===== config.mk =====
export PLATFORM = sky130hd
export DESIGN_NAME = quot_bcd_conv
export DESIGN_NICKNAME = d
export VERILOG_FILES = /design/src/rtl/quot_bcd_conv_pkg.sv /design/src/rtl/quot_bcd_conv_dabble_core.sv /design/src/rtl/quot_bcd_conv.sv
export SDC_FILE = /design/constraint.sdc
export NUM_CORES = 1
export LEC_CHECK = 0
export ABC_CLOCK_PERIOD_IN_PS = 1750
export CORE_UTILIZATION = 43
export CTS_CLUSTER_SIZE = 30
export DETAILED_ROUTE_END_ITERATION = 10
export PLACE_DENSITY_LB_ADDON = 0.12
export SYNTH_ARGS = -nofsm -noshare
export SYNTH_HDL_FRONTEND = slang
export SYNTH_SLANG_ARGS = --single-unit

===== constraint.sdc =====
create_clock -name Clock -period 1.75 [get_ports Clock]
set_input_delay 0.35 -clock Clock [delete_from_list [all_inputs] [get_ports Clock]]
set_output_delay 0.35 -clock Clock [all_outputs]
set_load 0.01 [all_outputs]

===== src/rtl/quot_bcd_conv_pkg.sv =====
// Shared definitions for the quotient BCD converter: FSM state encodings
// (common with the divider control) and a helper that sizes the digit count
// from a binary width.
package quot_bcd_conv_pkg;

    typedef enum logic [1:0] {
        IDLE  = 2'b00,
        SHIFT = 2'b01,
        DONE  = 2'b10
    } state_t;

    // Number of decimal digits needed to hold 2**n-1.
    function automatic int digits_for_width(input int n);
        longint unsigned max_val;
        int              d;
        max_val = (64'd1 << n) - 64'd1;
        d       = 1;
        while (max_val >= 64'd10) begin
            max_val = max_val / 64'd10;
            d       = d + 1;
        end
        return d;
    endfunction

endpackage


===== src/rtl/quot_bcd_conv_dabble_core.sv =====
// bcd_dabble_core: one {BCD,binary} double-dabble working register.
// load  : clear the BCD half and take the binary operand.
// enable: add 3 to every BCD digit >= 5, then shift the pair left one bit.
// bcd_next is the BCD half as it will be after the current shift, so the
// parent can capture the finished result on the same edge as the last shift.
module bcd_dabble_core
    import quot_bcd_conv_pkg::*;
#(
    parameter int N      = 8,
    parameter int DIGITS = 3
) (
    input  logic                clock,
    input  logic                resetn,
    input  logic                load,
    input  logic                enable,
    input  logic [N-1:0]        data,
    output logic [4*DIGITS-1:0] bcd_next
);

    logic [4*DIGITS-1:0] bcd_reg;
    logic [N-1:0]        bin_reg;
    logic [4*DIGITS-1:0] adj;
    logic [N-1:0]        bin_next;

    // Add-3 correction per digit; 4-bit add, carry out deliberately dropped.
    always_comb begin
        adj = bcd_reg;
        for (int d = 0; d < DIGITS; d++) begin
            if (bcd_reg[4*d +: 4] >= 4'd5) begin
                adj[4*d +: 4] = bcd_reg[4*d +: 4] + 4'd3;
            end
        end
    end

    // Left shift of the corrected {BCD,binary} pair; the top BCD bit falls off
    // (DIGITS is sized so it is always zero).
    assign {bcd_next, bin_next} = {adj[4*DIGITS-2:0], bin_reg, 1'b0};

    // Working register: load, shift, or hold.
    always_ff @(posedge clock or negedge resetn) begin
        if (!resetn) begin
            bcd_reg <= '0;
            bin_reg <= '0;
        end else if (load) begin
            bcd_reg <= '0;
            bin_reg <= data;
        end else if (enable) begin
            bcd_reg <= bcd_next;
            bin_reg <= bin_next;
        end
    end

endmodule


===== src/rtl/quot_bcd_conv.sv =====
// quot_bcd_conv: captures the divider quotient (and optionally remainder) on
// Start and converts it to packed BCD, one bit per cycle.
// Optional feature macro: REM_BCD_EN adds a lockstep datapath for DataR;
// without it DataR is ignored and BCDR is tied to 0.
// Handshake: Start is a level; a conversion begins whenever IDLE samples
// Start=1 on a rising edge. Busy is high for exactly N cycles, then Valid is
// high while in DONE; DONE waits for Start=0 before returning to IDLE, so a
// held Start does not retrigger. BCDQ/BCDR change only on entry to DONE.
module quot_bcd_conv
    import quot_bcd_conv_pkg::*;
#(
    parameter int N      = 8,
    parameter int LOGN   = 3,
    parameter int DIGITS = digits_for_width(N)
) (
    input  logic                Clock,
    input  logic                Resetn,
    input  logic                Start,
    input  logic [N-1:0]        DataQ,
    input  logic [N-1:0]        DataR,
    output logic [4*DIGITS-1:0] BCDQ,
    output logic [4*DIGITS-1:0] BCDR,
    output logic                Busy,
    output logic                Valid
);

    // Counter must hold the value N itself, so one bit wider than LOGN.
    localparam int CW = LOGN + 1;

    state_t              state;
    state_t              state_nxt;
    logic [CW-1:0]       count;
    logic                load;
    logic                shift_en;
    logic                last_shift;
    logic [4*DIGITS-1:0] q_next;

    assign load       = (state == IDLE) && Start;
    assign shift_en   = (state == SHIFT);
    assign last_shift = shift_en && (count == CW'(1));

    // State register.
    always_ff @(posedge Clock or negedge Resetn) begin
        if (!Resetn) state <= IDLE;
        else         state <= state_nxt;
    end

    // Next-state and status decode.
    always_comb begin
        state_nxt = state;
        Busy      = 1'b0;
        Valid     = 1'b0;
        case (state)
            IDLE: begin
                if (Start) state_nxt = SHIFT;
            end
            SHIFT: begin
                Busy = 1'b1;
                if (last_shift) state_nxt = DONE;
            end
            DONE: begin
                Valid = 1'b1;
                if (!Start) state_nxt = IDLE;
            end
            default: state_nxt = IDLE;
        endcase
    end

    // Shift counter: loaded with N, one decrement per shift.
    always_ff @(posedge Clock or negedge Resetn) begin
        if (!Resetn)       count <= '0;
        else if (load)     count <= CW'(N);
        else if (shift_en) count <= count - CW'(1);
    end

    bcd_dabble_core #(.N(N), .DIGITS(DIGITS)) u_core_q (
        .clock    (Clock),
        .resetn   (Resetn),
        .load     (load),
        .enable   (shift_en),
        .data     (DataQ),
        .bcd_next (q_next)
    );

    // Quotient result register: captured on the final shift, held otherwise.
    always_ff @(posedge Clock or negedge Resetn) begin
        if (!Resetn)         BCDQ <= '0;
        else if (last_shift) BCDQ <= q_next;
    end

`ifdef REM_BCD_EN
    logic [4*DIGITS-1:0] r_next;

    bcd_dabble_core #(.N(N), .DIGITS(DIGITS)) u_core_r (
        .clock    (Clock),
        .resetn   (Resetn),
        .load     (load),
        .enable   (shift_en),
        .data     (DataR),
        .bcd_next (r_next)
    );

    // Remainder result register, in lockstep with the quotient.
    always_ff @(posedge Clock or negedge Resetn) begin
        if (!Resetn)         BCDR <= '0;
        else if (last_shift) BCDR <= r_next;
    end
`else
    logic unused_data_r;
    assign unused_data_r = ^DataR;
    assign BCDR          = '0;
`endif

endmodule


==> impl_metrics.yaml, run 1 <==
status:
  outcome: "complete, no violations"
setup_path:
  crit_required_ns: 1.96
  path_delay_family: "flip-flops"
  slowest_stage: "dfrtp_1"
  crit_buf_inv: 0
  cp-end-kind: "flip-flop"
  crit_arrival_ns: 1.81
  cp-start-kind: "flip-flop"
  path_class: "flip-flop to flip-flop"
  worstPathMaxFanout: 5
  crit_chain: "ha_1 > nand2b_2 > a21oi_2 > mux2_2 > o21ai_0"
  cpPeakStageDelay_ns: 0.43
clock_network:
  clk_path_buf_depth: 2
  cts_htree_levels: 2
  cts_tree: "done"
  insertion_delay_ns: 0.29
  numCtsBuffers: 5
  clkSinkCount: 38
  cts_root_buf: "clkbuf_8"
  path_clk_slew_ns: 0.07
global_route:
  grt_use_total_pct: 17.4
  antenna_found_initial: 0
  grt_pass1_wl_mm: 6.69
  grt_pass1_vias: 1457
  grt-ovfl-total: 0
  grt_max_degree: 24
pwr:
  cellPowerDensity_nw_per_um2: 1710
  ir_drop_v: 0.000640
  p_leak_uw: 0.00109
sta:
  report.final.slew_viol_count: 0
  fin_worst_skew_ns: 0.00742
  tns_ns: 0
  timing.final.ws_setup_ns: 0.147
  grt_setup_unrepaired: "false"
  timing.final.crit_share_pct: 91.6
  setup_viol: 0
  holdWs_ns: 0.480
  finalHoldViolCount: 0
  fmax_mhz: 624
  finalCriticalPeriod_ns: 1.60
yosys:
  yosysWarnings: 0
  netlist_area_um2: 1970
  muxShareOfSynthArea_pct: 4.56
  synth_top_family_by_area: "compound AO/OA/AOI/OAI gates"
  post_synth_and_or_nand_nor_area_fraction_pct: 14.8
  synthAdderAreaFrac_pct: 5.07
  synthXorXnorAreaFrac_pct: 1.33
  postSynthCellCount: 200
  avgSynthCellArea_um2: 9.87
  ys_types: 32
  synth-compound-area-share_pct: 17.8
  ys_seq_area_share_pct: 48.2
  synth_seq_cells: 38
cells_and_area:
  n_antenna_cell: 0
  fill_cells: 376
  drive_above_1_share_pct: 15.9
  area_growth_pct: 21.6
  final_area_um2: 2400
  layout_commonest_cell: "dfrtp_1"
  final_cell_mix: "dfrtp_1 (38), o21ai_0 (31), nand2_1 (23)"
  nNetsFinal: 259
die:
  pin_count: 45
  die_y_um: 69.8
  die_area_um2: 4870
  rows: 24
  dieWidth_um: 69.8
  start_util_pct: 45.0
  core_um2: 4380
place:
  place_area_um2: 2290
  portBuffers: 24
  place_hpwl_mm: 2.70
  routabilityCongestion: 0.808
  pre_cts_slack_ns: 0.137
route:
  drtPass1Iterations: 4
  drc: 0
  viasPerCell: 5.18
  drt_wl_total_mm: 3.80
  drt_iter0_markers: 62
  postRouteAntennaNets: 0
  vias: 1477
  routedWlPerCell_um: 13.3
min_path:
  hp-class: "flip-flop to flip-flop"
flow_run:
  maxCapViolCount: 0
==> layer usage <==
| layer | wire length (µm) | track usage, % | part of all wire (%) |
|---|---|---|---|
| met1 | 1770 | 21.0 | 47 |
| met2 | 1830 | 29.6 | 48 |
| met3 | 145 | 4.51 | 3.8 |
| met5 | 0 | 0 | 0 |
| met4 | 51 | 6.44 | 1.3 |
==> final cells by class <==
| type | instances | area (µm²) | area share [%] |
|---|---|---|---|
| timing repair buffer | 34 | 348 | 14.5 |
| tap | 52 | 65.1 | 2.71 |
| multi-input combinational | 144 | 912 | 38.0 |
| sequential | 38 | 951 | 39.6 |
| clock buffer | 7 | 86.3 | 3.60 |
| inverter | 9 | 33.8 | 1.41 |
| clock inverter | 1 | 5.00 | 0.208 |
==> timing repair <==
| action | 4_1_cts | 5_1_grt |
|---|---|---|
| resized for setup | 2 | 3 |
| endpoints found under the hold margin | 15 | 0 |
| setup endpoints to repair | 2 | 4 |
| hold buffers | 1 | 0 |
| buffers inserted | 1 | 0 |
| pin swaps | 0 | 0 |
| cloned | 0 | 0 |
==> cells in the mapped netlist (all sizes together) <==
cell	number	area [µm²]
clkbuf	3	11.3
ha	8	100
inv	9	33.8
conb	1	3.75
nand3b	1	7.51
o21ai	31	155
o21bai	1	11.3
nand2	23	86.3
and2b	3	23.8
nand2b	4	30.0
nor2b	7	43.8
a22o	4	37.5
nor3	4	20.0
buf	17	115
dfrtp	38	951
a21oi	17	96.4
nand3	3	15.0
mux2	7	90.1
and3b	1	8.76
nor3b	5	37.5
nor2	2	10.0
xnor2	3	26.3
a31oi	1	6.26
nand4b	1	8.76
a22oi	6	45.0
==> per-stage QoR <==
| stage | power (µW) | util (%) | instances |
|---|---|---|---|
| global placement | 3390 | 52.2 | 275 |
| CTS | 4140 | 54.6 | 285 |
| global route | 4470 | 54.8 | 285 |
| floorplan | 2800 | - | 211 |
| detailed placement | 3500 | 52.2 | 275 |
| finish | 4100 | 54.8 | 285 |
==> logic make-up (layout without fill, tap and decap cells) <==
kind of cell	Yosys count	count (layout)
AOI/OAI and AO/OA	60	60
xor gates and xnor gates	3	3
adders and majority gates	8	8
buffers and inverters	29	51
DFF	38	38
muxes	7	7
other	1	12
and+or+nand+nor	54	54
==> report_power, final <==
group / switching [µW] / internal [µW]
combinational: 922 / 991
clock: 300 / 318
sequential: 315 / 1250
==> tightest hold or removal path, stage by stage, from the launching register on <==
cell	delay, ns
dfrtp_1	0.35
nand2_1	0.04
o21ai_0	0.06
==> final timing paths <==
check,cells after the start,slack (ns),endpoint,start
max in group asynchronous,3,0.79,state[0],Resetn
max reg2reg,5,0.15,BCDQ[2],u_core_q.bcd_reg[0]
max,5,0.15,BCDQ[2],u_core_q.bcd_reg[0]
min in group asynchronous,2,0.52,BCDQ[3],Resetn
min reg2reg,2,0.48,BCDQ[3],BCDQ[3]
min,2,0.48,BCDQ[3],BCDQ[3]
Note: power is estimated with default switching activity, not from simulation.
==> run 2, diff against run 1 <==
--- a/config.mk
+++ b/config.mk
@@ -6,9 +6,10 @@
 export NUM_CORES = 1
 export LEC_CHECK = 0
 export ABC_CLOCK_PERIOD_IN_PS = 1750
-export CORE_UTILIZATION = 43
+export CORE_UTILIZATION = 50
 export CTS_CLUSTER_SIZE = 30
 export DETAILED_ROUTE_END_ITERATION = 10
+export HOLD_SLACK_MARGIN = 0.05
 export PLACE_DENSITY_LB_ADDON = 0.12
 export SYNTH_ARGS = -nofsm -noshare
 export SYNTH_HDL_FRONTEND = slang
==> run 2 against run 1 <==
Effect of this change: largest cell class unchanged; flip-flop and latch count stayed put; power increased by 0.63%; combinational power about the same; clock-buffer cell count fell by 1; global-route usage up 4.0 points; first-iteration DRC count increased by 52%; worst setup slack got worse by 0.061 ns; routed wire length is 0.53% higher; die area fell by 14%.
==> impl_metrics.yaml, run 2 (synthesis gave the netlist of run 1 again) <==
sta:
  finalCriticalPeriod_ns: 1.66
  holdWs_ns: 0.437
  setup_viol: 0
  report.final.slew_viol_count: 0
  tns_ns: 0
  fmax_mhz: 601
  grt_setup_unrepaired: "false"
  timing.final.ws_setup_ns: 0.0855
  timing.final.crit_share_pct: 95.1
  fin_worst_skew_ns: 0.00794
  finalHoldViolCount: 0
route:
  routedWlPerCell_um: 13.6
  drt_wl_total_mm: 3.82
  postRouteAntennaNets: 0
  drtPass1Iterations: 4
  drt_iter0_markers: 94
  vias: 1480
  viasPerCell: 5.29
  drc: 0
die:
  rows: 22
  pin_count: 45
  die_area_um2: 4200
  dieWidth_um: 64.8
  core_um2: 3720
  die_y_um: 64.8
  start_util_pct: 53.1
global_route:
  grt_use_total_pct: 21.3
  grt_max_degree: 39
  grt_use_met1_pct: 24.8
  use_met2_pct: 37.0
  grt_busiest_layer: "met2"
  grt_pass1_wl_mm: 6.73
  antenna_found_initial: 0
  grt_pass1_vias: 1507
  grt-ovfl-total: 0
  use_met3_pct: 4.75
clock_network:
  cts_tree: "done"
  clkSinkCount: 38
  cts_root_buf: "clkbuf_8"
  path_clk_slew_ns: 0.07
  numCtsBuffers: 5
  cts_htree_levels: 2
  insertion_delay_ns: 0.29
  clk_path_buf_depth: 2
  hold_buffers: 0
setup_path:
  crit_arrival_ns: 1.86
  worstPathMaxFanout: 5
  timing.rr.start: "u_core_q.bcd_reg[4]"
  cp-end-kind: "flip-flop"
  r2r_setup_slack_ns: 0.09
  reg2reg_to: "u_core_q.bcd_reg[6]"
  cp-start-kind: "flip-flop"
  reg2reg_depth: 5
  path_class: "flip-flop to flip-flop"
  crit_required_ns: 1.95
status:
  outcome: "complete, no violations"
pwr:
  cellPowerDensity_nw_per_um2: 1720
  ir_drop_v: 0.000767
  p_leak_uw: 0.00108
place:
  routabilityCongestion: 0.777
  place_hpwl_mm: 2.70
  portBuffers: 24
  pre_cts_slack_ns: 0.0685
flow_run:
  maxCapViolCount: 0
cells_and_area:
  n_antenna_cell: 0
  final_cell_mix: "dfrtp_1 (38), o21ai_0 (31), nand2_1 (23)"
  area_growth_pct: 21.2
  fill_cells: 318
  nNetsFinal: 258
  drive_above_1_share_pct: 15.5
  layout_commonest_cell: "dfrtp_1"
min_path:
  hp-class: "primary input to asynchronous set/reset pin"
==> run 2: cell types whose count changed in the layout (fill, tap and decap cells not counted), sizes merged <==
cell	delta
buf	-1
clkbuf	-1
clkdlybuf4s50	+1
clkinvlp	+1
dlygate4sd3	-1
==> run 2: final cells by class <==
type	count	area (µm²)	area share, %
multi-input combinational	144	910	38.0
inverter	9	33.8	1.41
timing repair buffer	33	343	14.3
clock buffer	6	82.6	3.45
tap	48	60.1	2.51
sequential	38	951	39.7
clock inverter	2	12.5	0.523
==> run 2: how the worst max path moves through the flow <==
| stage | start | to | slack [ns] | depth (start not counted) |
|---|---|---|---|---|
| after floorplan | u_core_q.bcd_reg[4] | BCDQ[6] | 0.26 | 5 |
| after global placement | Start | u_core_q.bin_reg[6] | 0.13 | 5 |
| after detailed placement | u_core_q.bcd_reg[4] | u_core_q.bcd_reg[6] | 0.07 | 6 |
| after CTS | u_core_q.bcd_reg[4] | u_core_q.bcd_reg[6] | 0.05 | 6 |
| after global routing | u_core_q.bcd_reg[4] | u_core_q.bcd_reg[6] | 0.001 | 5 |
| final | u_core_q.bcd_reg[4] | u_core_q.bcd_reg[6] | 0.09 | 5 |
==> run 2: timing repair <==
action | CTS | global route
endpoints found under the setup margin | 2 | 4
setup buffers | 1 | 0
gates resized for setup | 2 | 2
==> run 2: metrics by stage <==
step	util [%]	power, µW	cells	instance area [µm²]
final	64.4	4120	280	2390
after global routing	64.4	4470	280	2390
after CTS	64.2	4150	280	2390
after detailed placement	61.5	3520	271	2290
after global placement	61.5	3390	271	2290
after floorplan	-	2800	211	2020
==> run 2: power by group <==
part           switching (µW)  internal, µW  leakage, µW  total, µW
clock network             305           317    0.0000472        622
registers                 324          1250     0.000484       1580
logic                     934           991     0.000550       1930
==> run 2: critical path, cell delays in order (launching register included) <==
cell      delay (ns)
dfrtp_1         0.44
ha_1            0.22
nand2b_2        0.18
a21oi_2         0.19
mux2_2          0.37
o21ai_0         0.17
==> run 2: routing by layer <==
| layer | up-vias | share of wire (%) |
|---|---|---|
| met4 | 0 | 1.7 |
| met3 | 7 | 3.5 |
| met2 | 33 | 52 |
| li1 | 725 | - |
| met5 | - | 0 |
| met1 | 715 | 43 |
==> run 3, diff against run 2 <==
--- a/config.mk
+++ b/config.mk
@@ -10,6 +10,7 @@
 export CTS_CLUSTER_SIZE = 30
 export DETAILED_ROUTE_END_ITERATION = 10
 export HOLD_SLACK_MARGIN = 0.05
+export MAX_ROUTING_LAYER = met4
 export PLACE_DENSITY_LB_ADDON = 0.12
 export SYNTH_ARGS = -nofsm -noshare
 export SYNTH_HDL_FRONTEND = slang
==> run 3 against run 2 <==
Effect of this change: die area unchanged; via count decreased by 0.47%; hold slack got worse by 0.0029 ns; sequential share of layout area unchanged; critical path depth unchanged; final area unchanged; flip-flop and latch count unchanged; non-clock buffer count unchanged; utilization unchanged; global-route usage increased by 0.60 points; cell count unchanged; clock-buffer cell count unchanged; critical endpoint unchanged.
==> impl_metrics.yaml, run 3 (synthesis gave the netlist of run 1 again) <==
clock_network:
  numCtsBuffers: 5
  hold_buffers: 0
  insertion_delay_ns: 0.29
  path_clk_slew_ns: 0.07
  clk_path_buf_depth: 2
  cts_tree: "done"
  cts_root_buf: "clkbuf_8"
  clkSinkCount: 38
  cts_htree_levels: 2
global_route:
  grt_pass1_vias: 1500
  grt_max_degree: 39
  grt-ovfl-total: 0
  grt_use_total_pct: 21.9
  antenna_found_initial: 0
  grt_pass1_wl_mm: 6.73
pwr:
  power_frac_comb_pct: 46.7
  p_leak_uw: 0.00108
  ir_drop_v: 0.000767
  cellPowerDensity_nw_per_um2: 1720
  switchingPower_uw: 1560
  switching_share_pct: 37.8
  intPower_uw: 2560
  p_seq_share_pct: 38.2
  p_clk_share_pct: 15.1
sta:
  fin_worst_skew_ns: 0.00708
  tns_ns: 0
  report.final.slew_viol_count: 0
  finalCriticalPeriod_ns: 1.66
  grt_setup_unrepaired: "false"
  finalHoldViolCount: 0
  timing.final.crit_share_pct: 95.1
  fmax_mhz: 601
  setup_viol: 0
status:
  outcome: "complete, no violations"
min_path:
  hp-class: "primary input to asynchronous set/reset pin"
setup_path:
  crit_buf_inv: 0
  crit_required_ns: 1.95
  crit_chain: "ha_1 > nand2b_2 > a21oi_2 > mux2_2 > o21ai_0"
  cpPeakStageDelay_ns: 0.44
  path_delay_family: "flip-flops"
  path_class: "flip-flop to flip-flop"
  crit_arrival_ns: 1.86
  worstPathMaxFanout: 5
  cp-end-kind: "flip-flop"
  cp-start-kind: "flip-flop"
  slowest_stage: "dfrtp_1"
die:
  pin_count: 45
  dieWidth_um: 64.8
  die_y_um: 64.8
  die_area_um2: 4200
  start_util_pct: 53.1
  rows: 22
  core_um2: 3720
place:
  portBuffers: 24
  place_area_um2: 2290
  place_hpwl_mm: 2.70
  routabilityCongestion: 0.787
flow_run:
  maxCapViolCount: 0
route:
  vias: 1473
  routedWlPerCell_um: 13.6
  drt_wl_total_mm: 3.80
  viasPerCell: 5.26
  postRouteAntennaNets: 0
  drc: 0
  drtPass1Iterations: 4
  drt_iter0_markers: 92
cells_and_area:
  nNetsFinal: 258
  area_growth_pct: 21.2
  final_cell_mix: "dfrtp_1 (38), o21ai_0 (31), nand2_1 (23)"
  fill_cells: 318
  layout_commonest_cell: "dfrtp_1"
  drive_above_1_share_pct: 15.5
  final_area_um2: 2390
  n_antenna_cell: 0
## run 3: cell counts in the layout (fill, tap and decap cells not counted)
Identical to the previous run, type by type.
## run 3: final timing paths
kind	start	end	cells after the start	slack (ns)
min reg2reg	BCDQ[8]	BCDQ[8]	2	0.48
max in group asynchronous	Resetn	count[1]	2	1.12
max	u_core_q.bcd_reg[4]	u_core_q.bcd_reg[6]	5	0.09
min	Resetn	BCDQ[7]	2	0.43
min in group Clock	BCDQ[8]	BCDQ[8]	2	0.48
max reg2reg	u_core_q.bcd_reg[4]	u_core_q.bcd_reg[6]	5	0.09
## run 3: final cells by class
| type | instances | area [µm²] | share of cell area (%) |
|---|---|---|---|
| multi-input cells | 144 | 910 | 38.0 |
| clock inverters | 2 | 12.5 | 0.523 |
| inverters | 9 | 33.8 | 1.41 |
| clock buffers | 6 | 82.6 | 3.45 |
| flip-flops and latches | 38 | 951 | 39.7 |
| repair buffers | 33 | 343 | 14.3 |
| well taps | 48 | 60.1 | 2.51 |
## run 3: layer usage
layer	part of all wire (%)	GRT usage, %	wire length (µm)
met3	3.5	4.40	131
met2	53	37.0	2010
met4	1.7	10.0	64
met5	0	-	0
met1	42	25.0	1590
## run 3: stage by stage
step / hold slack (ns) / worst slack, ns / utilization, % / power [µW] / instances
after floorplan: 0.0544 / 0.258 / - / 2800 / 211
after global placement: 0.460 / 0.131 / 61.5 / 3390 / 271
after detailed placement: 0.471 / 0.0685 / 61.5 / 3520 / 271
after CTS: 0.443 / 0.0469 / 64.2 / 4150 / 280
after global routing: 0.464 / 0.00126 / 64.4 / 4470 / 280
final: 0.434 / 0.0864 / 64.4 / 4120 / 280
## run 3: worst reg2reg max path, delay by kind of cell, from the launching register on
family / cells / cell delay, ns
AO/OA/AOI/OAI: 2 / 0.36
adder cells (fa/ha/maj): 1 / 0.22
flip-flops: 1 / 0.44
multiplexers: 1 / 0.37
AND/OR/NAND/NOR: 1 / 0.18
## run 3: timing repair
item | CTS | global route
resized for setup | 2 | 2
setup buffers | 1 | 0
endpoints found under the setup margin | 2 | 4
## run 3: power groups by stage
stage | sequential, µW | clock (µW) | combinational, µW
floorplan | 1570 | 0 | 1230
global placement | 1560 | 0 | 1830
detailed placement | 1590 | 0 | 1930
CTS | 1570 | 640 | 1930
global route | 1630 | 676 | 2160
finish | 1570 | 620 | 1920
